`src/rtl/pid_drive.sv`:
```
// rtl/pid_drive.sv - decimated PID stage producing the 12-bit motor drive magnitude; optional D path via PID_DERIV_EN
module pid_drive #(
  parameter int DECIM_W = 20,
  parameter int D_DEPTH = 3
) (
  input  logic        clk,
  input  logic        rst_n,
  input  logic [12:0] error,
  input  logic        not_pedaling,
  output logic [11:0] drv_mag
);

  localparam logic [16:0] INTEG_MAX = 17'h1FFFF;

  logic [DECIM_W-1:0] cnt;
  logic               tick;
  logic [16:0]        integ;
  logic signed [18:0] i_sum;
  logic [16:0]        i_next;
  logic signed [14:0] p_term;
  logic signed [14:0] i_term;
  logic signed [14:0] d_term;
  logic signed [14:0] s_sum;
  logic [11:0]        drv_next;

  assign tick = &cnt;

  // Free-running decimator; keeps counting through not_pedaling
  always_ff @(posedge clk or negedge rst_n) begin
    if (!rst_n) cnt <= '0;
    else        cnt <= cnt + 1'b1;
  end

  // Integrator sum is carried at 19 bits so a full integrator plus a positive
  // error cannot wrap negative before the clamp.
  always_comb begin
    i_sum  = $signed({2'b00, integ}) + $signed({{6{error[12]}}, error});
    i_next = i_sum[16:0];
    if (i_sum[18])
      i_next = '0;
    else if (i_sum > $signed({2'b00, INTEG_MAX}))
      i_next = INTEG_MAX;
  end

  // Integrator state: cleared by not_pedaling, otherwise updated on tick
  always_ff @(posedge clk or negedge rst_n) begin
    if (!rst_n)            integ <= '0;
    else if (not_pedaling) integ <= '0;
    else if (tick)         integ <= i_next;
  end

`ifdef PID_DERIV_EN
  logic [D_DEPTH-1:0][12:0] hist;
  logic signed [13:0]       d_diff;
  logic signed [9:0]        d_sat;
  logic signed [13:0]       d_reg;

  // Difference against the oldest queued error, saturated to 10 bits
  always_comb begin
    d_diff = $signed({error[12], error}) - $signed({hist[D_DEPTH-1][12], hist[D_DEPTH-1]});
    d_sat  = d_diff[9:0];
    if (d_diff > 14'sd511)
      d_sat = 10'sh1FF;
    else if (d_diff < -14'sd512)
      d_sat = 10'sh200;
  end

  // Error history and D register, both advanced only on tick
  always_ff @(posedge clk or negedge rst_n) begin
    if (!rst_n) begin
      hist  <= '0;
      d_reg <= '0;
    end else if (not_pedaling) begin
      hist  <= '0;
      d_reg <= '0;
    end else if (tick) begin
      d_reg <= {{2{d_sat[9]}}, d_sat, 2'b00};
      for (int i = D_DEPTH - 1; i > 0; i--)
        hist[i] <= hist[i-1];
      hist[0] <= error;
    end
  end

  assign d_term = {d_reg[13], d_reg};
`else
  assign d_term = '0;
`endif

  // P is the sign-extended live error; I is the integrator's top 12 bits
  always_comb begin
    p_term   = {{2{error[12]}}, error};
    i_term   = {3'b000, integ[16:5]};
    s_sum    = p_term + i_term + d_term;
    drv_next = s_sum[11:0];
    if (s_sum[14])
      drv_next = '0;
    else if (s_sum > 15'sd4095)
      drv_next = 12'hFFF;
  end

  // Registered drive output, forced to zero while the rider is not pedaling
  always_ff @(posedge clk or negedge rst_n) begin
    if (!rst_n)            drv_mag <= '0;
    else if (not_pedaling) drv_mag <= '0;
    else                   drv_mag <= drv_next;
  end

endmodule

```
`config.mk`:
```
export PLATFORM = sky130hd
export DESIGN_NAME = pid_drive
export DESIGN_NICKNAME = d
export VERILOG_FILES = /design/src/rtl/pid_drive.sv
export SDC_FILE = /design/constraint.sdc
export NUM_CORES = 1
export LEC_CHECK = 0
export ABC_AREA = 0
export BUFFER_PORTS_ARGS = -buffer_cell sky130_fd_sc_hd__buf_2
export CAP_MARGIN = 20
export CORE_MARGIN = 4
export CORE_UTILIZATION = 25
export DETAILED_ROUTE_END_ITERATION = 8
export GPL_ROUTABILITY_DRIVEN = 0
export PLACE_DENSITY_LB_ADDON = 0.25
export SKIP_CTS_REPAIR_TIMING = 1
export SYNTH_ARGS = -nofsm -noshare
export SYNTH_HDL_FRONTEND = slang
export SYNTH_SLANG_ARGS = --single-unit
```
`constraint.sdc`:
```
create_clock -name clk -period 6 [get_ports clk]
set_input_delay 0.6 -clock clk [delete_from_list [all_inputs] [get_ports clk]]
set_output_delay 0.6 -clock clk [all_outputs]
set_load 0.02 [all_outputs]
```
# ---- After elaboration in Yosys (flattened, before gate mapping)
# Index checks and enable logic that the tools add are counted.
dict set report classes {
  reduce_logical 2
  n_lt_le_gt_ge 2
  n_mux 7
  add_sub_neg 3
}
# cell n
set ops {}
lappend ops {{two-way mux 17 bit} 4}
lappend ops {{two-way mux 12 bit} 3}
lappend ops {{adder 20 x 1 -> 20 bit (second input constant)} 1}
lappend ops {{AND reduction 20 bit} 1}
lappend ops {{adder 18 x 13 -> 19 bit} 1}
lappend ops {{greater-than comparator 19 x 18 -> 1 bit (second input constant)} 1}
lappend ops {{adder 13 x 13 -> 14 bit} 1}
lappend ops {{greater-than comparator 14 x 13 -> 1 bit (second input constant)} 1}
lappend ops {{nonzero test 2 bit} 1}
dict set report totals {
  register_bits 49
  wordCells 17
}

# ---- Logic depth before layout (Yosys ltp)
dict set report logic_depth {
  ltp_word 6
  mapped_depth 11
  depth_no_buf 10
}

# ---- Least setup slack after synthesis
# OpenSTA, ideal clock, no wires.
dict set report synth_timing {
  kind {input to register}
  startpoint {input error[0]}
  endpoint {register integ[15]}
  stages 11
  n_path_buf 1
  setup_slack_ns 2.968
  required_ns 5.869
  arrival_ns 2.900
  setup_ns 0.131
  cell_sequence {ha_1 fa_1 a211oi_1 o21ai_1 a221oi_2 o211ai_2 a41o_1 buf_6 xnor2_1 a2111oi_0 o21ai_1}
}
dict set report synth_via {
  elab_chain_cells 6
}
# element line
set synth_rtl {}
lappend synth_rtl {{start: declaration} 8} ;# input logic [12:0] error,
lappend synth_rtl {{adder 18 x 13 -> 19 bit *} 37} ;# i_sum = $signed({2'b00, integ}) + $signed({{6{error[12]}}, error});
lappend synth_rtl {{greater-than comparator 19 x 18 -> 1 bit} 41} ;# else if (i_sum > $signed({2'b00, INTEG_MAX}))
lappend synth_rtl {{two-way mux 17 bit} 41}
lappend synth_rtl {{two-way mux 17 bit *} 39} ;# if (i_sum[18])
lappend synth_rtl {{two-way mux 17 bit *} 49} ;# else if (tick) integ <= i_next;
lappend synth_rtl {{two-way mux 17 bit *} 48} ;# else if (not_pedaling) integ <= '0;
lappend synth_rtl {{end signal: assignment} 49}
lappend synth_rtl {{end: declaration} 17} ;# logic [16:0] integ;
# Mark *: on every way between the ends. The rest lies on a longest branch, timed or not. The select of a mux whose other input is x is not followed.
# A chain may end at the register's enable or synchronous reset.

# ---- Worst setup path after layout
dict set report layout_timing {
  startpoint {input error[0]}
  endpoint {register integ[10]}
}
# Same word-level chain as after synthesis.

==> results.py <==
metrics = {
    "run_status": {
        "run_status": "complete, no violations",
    },
    "worst_setup_path": {
        "worstPathCellList": "buf_2 -> ha_1 -> fa_1 -> a211oi_1 -> o21ai_1 -> a221oi_2 -> o211ai_2 -> a41o_1 -> nor2b_1 -> mux2i_4 -> o211ai_2",
        "worst-path-buf-inv": 1,
        "cp_max_fo": 11,
        "worstPathRequired_ns": 6.14,
        "setup.worst_path.end_class": "flop",
        "worst-setup-path-type": "primary input to flop",
        "delay_of_the_slowest_critical_path_stage_ns": 0.43,
        "cpLargestDelayFamily": "compound AO/OA/AOI/OAI gates",
        "critical_path.startpoint_type": "primary input",
        "cpMaxStageDelayCell": "fa_1",
        "timing.critical_path.mode_cell": "o211ai_2",
        "timing.critical_path.arrival_ns": 3.54,
    },
    "clock_network": {
        "clock_path_buffers": 2,
        "clock_insertion_delay_worst_skew_ns": 0.29,
        "clkTransAtPathRegs_ns": 0.07,
        "cts_tree": "done",
        "cts_root_buffer": "clkbuf_16",
        "cts_max_level": 2,
        "cts_bufs_inserted": 5,
        "clock-sinks": 49,
    },
    "layout": {
        "final_common_cell": "dfrtp_1",
        "post-route-cell-area_sq_um": 3910,
        "antenna_diodes": 0,
        "design.final.nets": 428,
        "syn2layout_area_growth_pct": 14.6,
        "mostFrequentLayoutCells": "dfrtp_1 (49), nand2_1 (40), ha_1 (31)",
        "layout-drive-gt1-share_pct": 14.7,
    },
    "placement": {
        "dpl.hpwl_um": 6390,
        "placement.cell_area_sq_um": 3750,
        "port_buffers": 27,
    },
    "floorplan": {
        "starting_density_pct": 25.6,
        "dieArea_sq_um": 15600,
        "design.core.area_sq_um": 13300,
        "die_w_um": 125,
        "num_io_pins": 28,
        "placement_rows": 42,
        "floorplan.die.height_um": 125,
    },
    "sta": {
        "timing.max_slew.rel_slack_pct": 37.1,
        "period_share_pct": 56.7,
        "report.final.slew_viol_count": 0,
        "timing.clock.skew_ns": 0.00756,
        "layout_min_cycle_time_ns": 3.40,
        "timing_hold_violations_final": 0,
        "setup_tns_ns": 0,
        "max_clock_freq_mhz": 294,
        "grt_setup_unrepaired": "no",
        "worst_slew_pin_slew_ns": 0.939,
        "timing.final.setup_violations": 0,
    },
    "power_and_ir_drop": {
        "power.switching_fraction_pct": 24.3,
        "seq_power_share_pct": 48.2,
        "share_comb_of_total_power_pct": 9.9,
        "vdd_ir_drop_max_mv": 0.101,
        "net_switching_power_uw": 168,
        "clock_power_share_pct": 42.0,
        "internal_power_uw": 525,
        "post-layout-total-power_uw": 693,
        "total_leakage_power_nw": 1.85,
        "p_per_area_nw_per_um2": 177,
    },
    "synth": {
        "netlist_area_sq_um": 3410,
        "ys_top_cells_by_area": "dfrtp_1 (36%), ha_1 (11%), xnor2_1 (6.9%)",
        "ys_seq_elements": 49,
        "yosysTopAreaCellShare_pct": 36.0,
        "synth.avg_cell_area_sq_um": 9.80,
        "netlist_instances": 348,
        "synth-seq-area-share_pct": 36.0,
        "synth_fp_nets": 397,
        "synth_warnings": 0,
        "synthArstFlopShare_pct": 100,
        "post_synth_num_cell_types": 53,
        "synth_edf_count": 0,
        "synth_largest_area_cell": "dfrtp_1",
        "yosys_most_used_dff": "dfrtp_1",
    },
    "job": {
        "cap_viol_max_count": 0,
    },
    "global_routing": {
        "gr-usage-all-layers_pct": 10.8,
        "grt_max_degree": 50,
        "grt_antenna_before_repair": 0,
        "global_route_wire_length_before_repair_um": 13900,
        "gr-total-overflow": 0,
        "vias_in_the_first_global_route": 2713,
    },
    "drt": {
        "dr.pass1.iters": 4,
        "drtIter0Drc": 131,
        "avgRoutedWirePerCell_um": 14.5,
        "drc": 0,
        "drt.antenna.violating_nets": 0,
        "num_vias": 2695,
        "detail_route.wirelength_um": 8060,
        "ratio_of_routed_vias_to_standard_cells": 4.85,
    },
    "worst_hold_path": {
        "holdCritPathClass": "primary input to async pin",
    },
}
==> worst reg2reg max path: cells and delay by family, from the launching register on <==
kind,cells,cell delay (ns)
compound gates,6,1.53
flops,1,0.39
mux,1,0.39
fa+ha+maj,2,0.66
simple gates,1,0.24
==> per-stage QoR <==
| step | setup WS (ns) | std cells | util [%] | hold slack (ns) |
|---|---|---|---|---|
| floorplan | 2.97 | 348 | - | 0.304 |
| global placement | 2.39 | 548 | 28.2 | 0.454 |
| detailed placement | 2.31 | 548 | 28.2 | 0.462 |
| CTS | 2.60 | 556 | 29.4 | 0.434 |
| global route | 2.35 | 556 | 29.4 | 0.472 |
| finish | 2.60 | 556 | 29.4 | 0.407 |
==> flip-flops by register name, summed over array words and instances, names as in the netlist <==
name     cells
drv_mag     12
cnt         20
integ       17
==> layer usage <==
layer | wire length (um) | global-route usage [%] | part of all wire (%) | vias to the layer above
li1 | - | - | - | 1343
met1 | 3860 | 14.3 | 48 | 1311
met2 | 3860 | 17.9 | 48 | 33
met3 | 221 | 2.06 | 2.7 | 8
met4 | 116 | 2.90 | 1.4 | 0
met5 | 0 | 0 | 0 | -
==> cells by family (layout without fill, tap and decap cells) <==
kind of cell             after synthesis  after routing  share of synthesized area, %
AO/OA/AOI/OAI                         99             99                          21.1
XOR/XNOR                              43             43                          11.0
adder cells (fa/ha/maj)               33             33                          12.6
buffers and inverters                 12             44                          1.61
flip-flops                            49             49                          36.0
multiplexers                           2              2                          1.32
AND/OR/NAND/NOR                      110            110                          16.4
==> final cells by class <==
type                            instances  area, sq um
Fill cell                            1399         9390
Multi-Input combinational cell        287         2130
Sequential cell                        49         1230
Tap cell                              176          220
Timing Repair Buffer                   29          150
Clock buffer                            6          139
Inverter                                7         28.8
Clock inverter                          2         16.3
==> synthesized netlist by cell type, drive strengths merged (3+ instances only) <==
cell type and number:
dfrtp 49, nand2 40, ha 31, xnor2 27, a21oi 20, nand3 16, xor2 16, o21a 15
o21ai 15, nor2 14, o211ai 14, a21o 7, inv 7, nand4 7, nor3 7, nand2b 5
nor2b 5, a211oi 4, clkbuf 4, a2111oi 3, a22oi 3, and4 3, o21bai 3
==> power by group through the flow <==
stage	registers, mW	logic, mW	clock network, mW
global placement	0.340	0.0694	0
finish	0.334	0.0683	0.291
CTS	0.334	0.0698	0.303
detailed placement	0.340	0.0693	0
global route	0.334	0.0770	0.319
floorplan	0.345	0.0352	0
==> path summary, 6_finish.rpt <==
kind | cells after the start | endpoint | startpoint | slack [ns]
min reg2reg | 1 | cnt[5] | cnt[5] | 0.47
max reg2reg | 10 | integ[10] | integ[0] | 2.66
max | 11 | integ[10] | error[0] | 2.60
min in group clk | 1 | cnt[5] | cnt[5] | 0.47
max in group asynchronous | 2 | integ[5] | rst_n | 5.17
min | 2 | cnt[1] | rst_n | 0.41
Power figures use the tool's default switching activity.
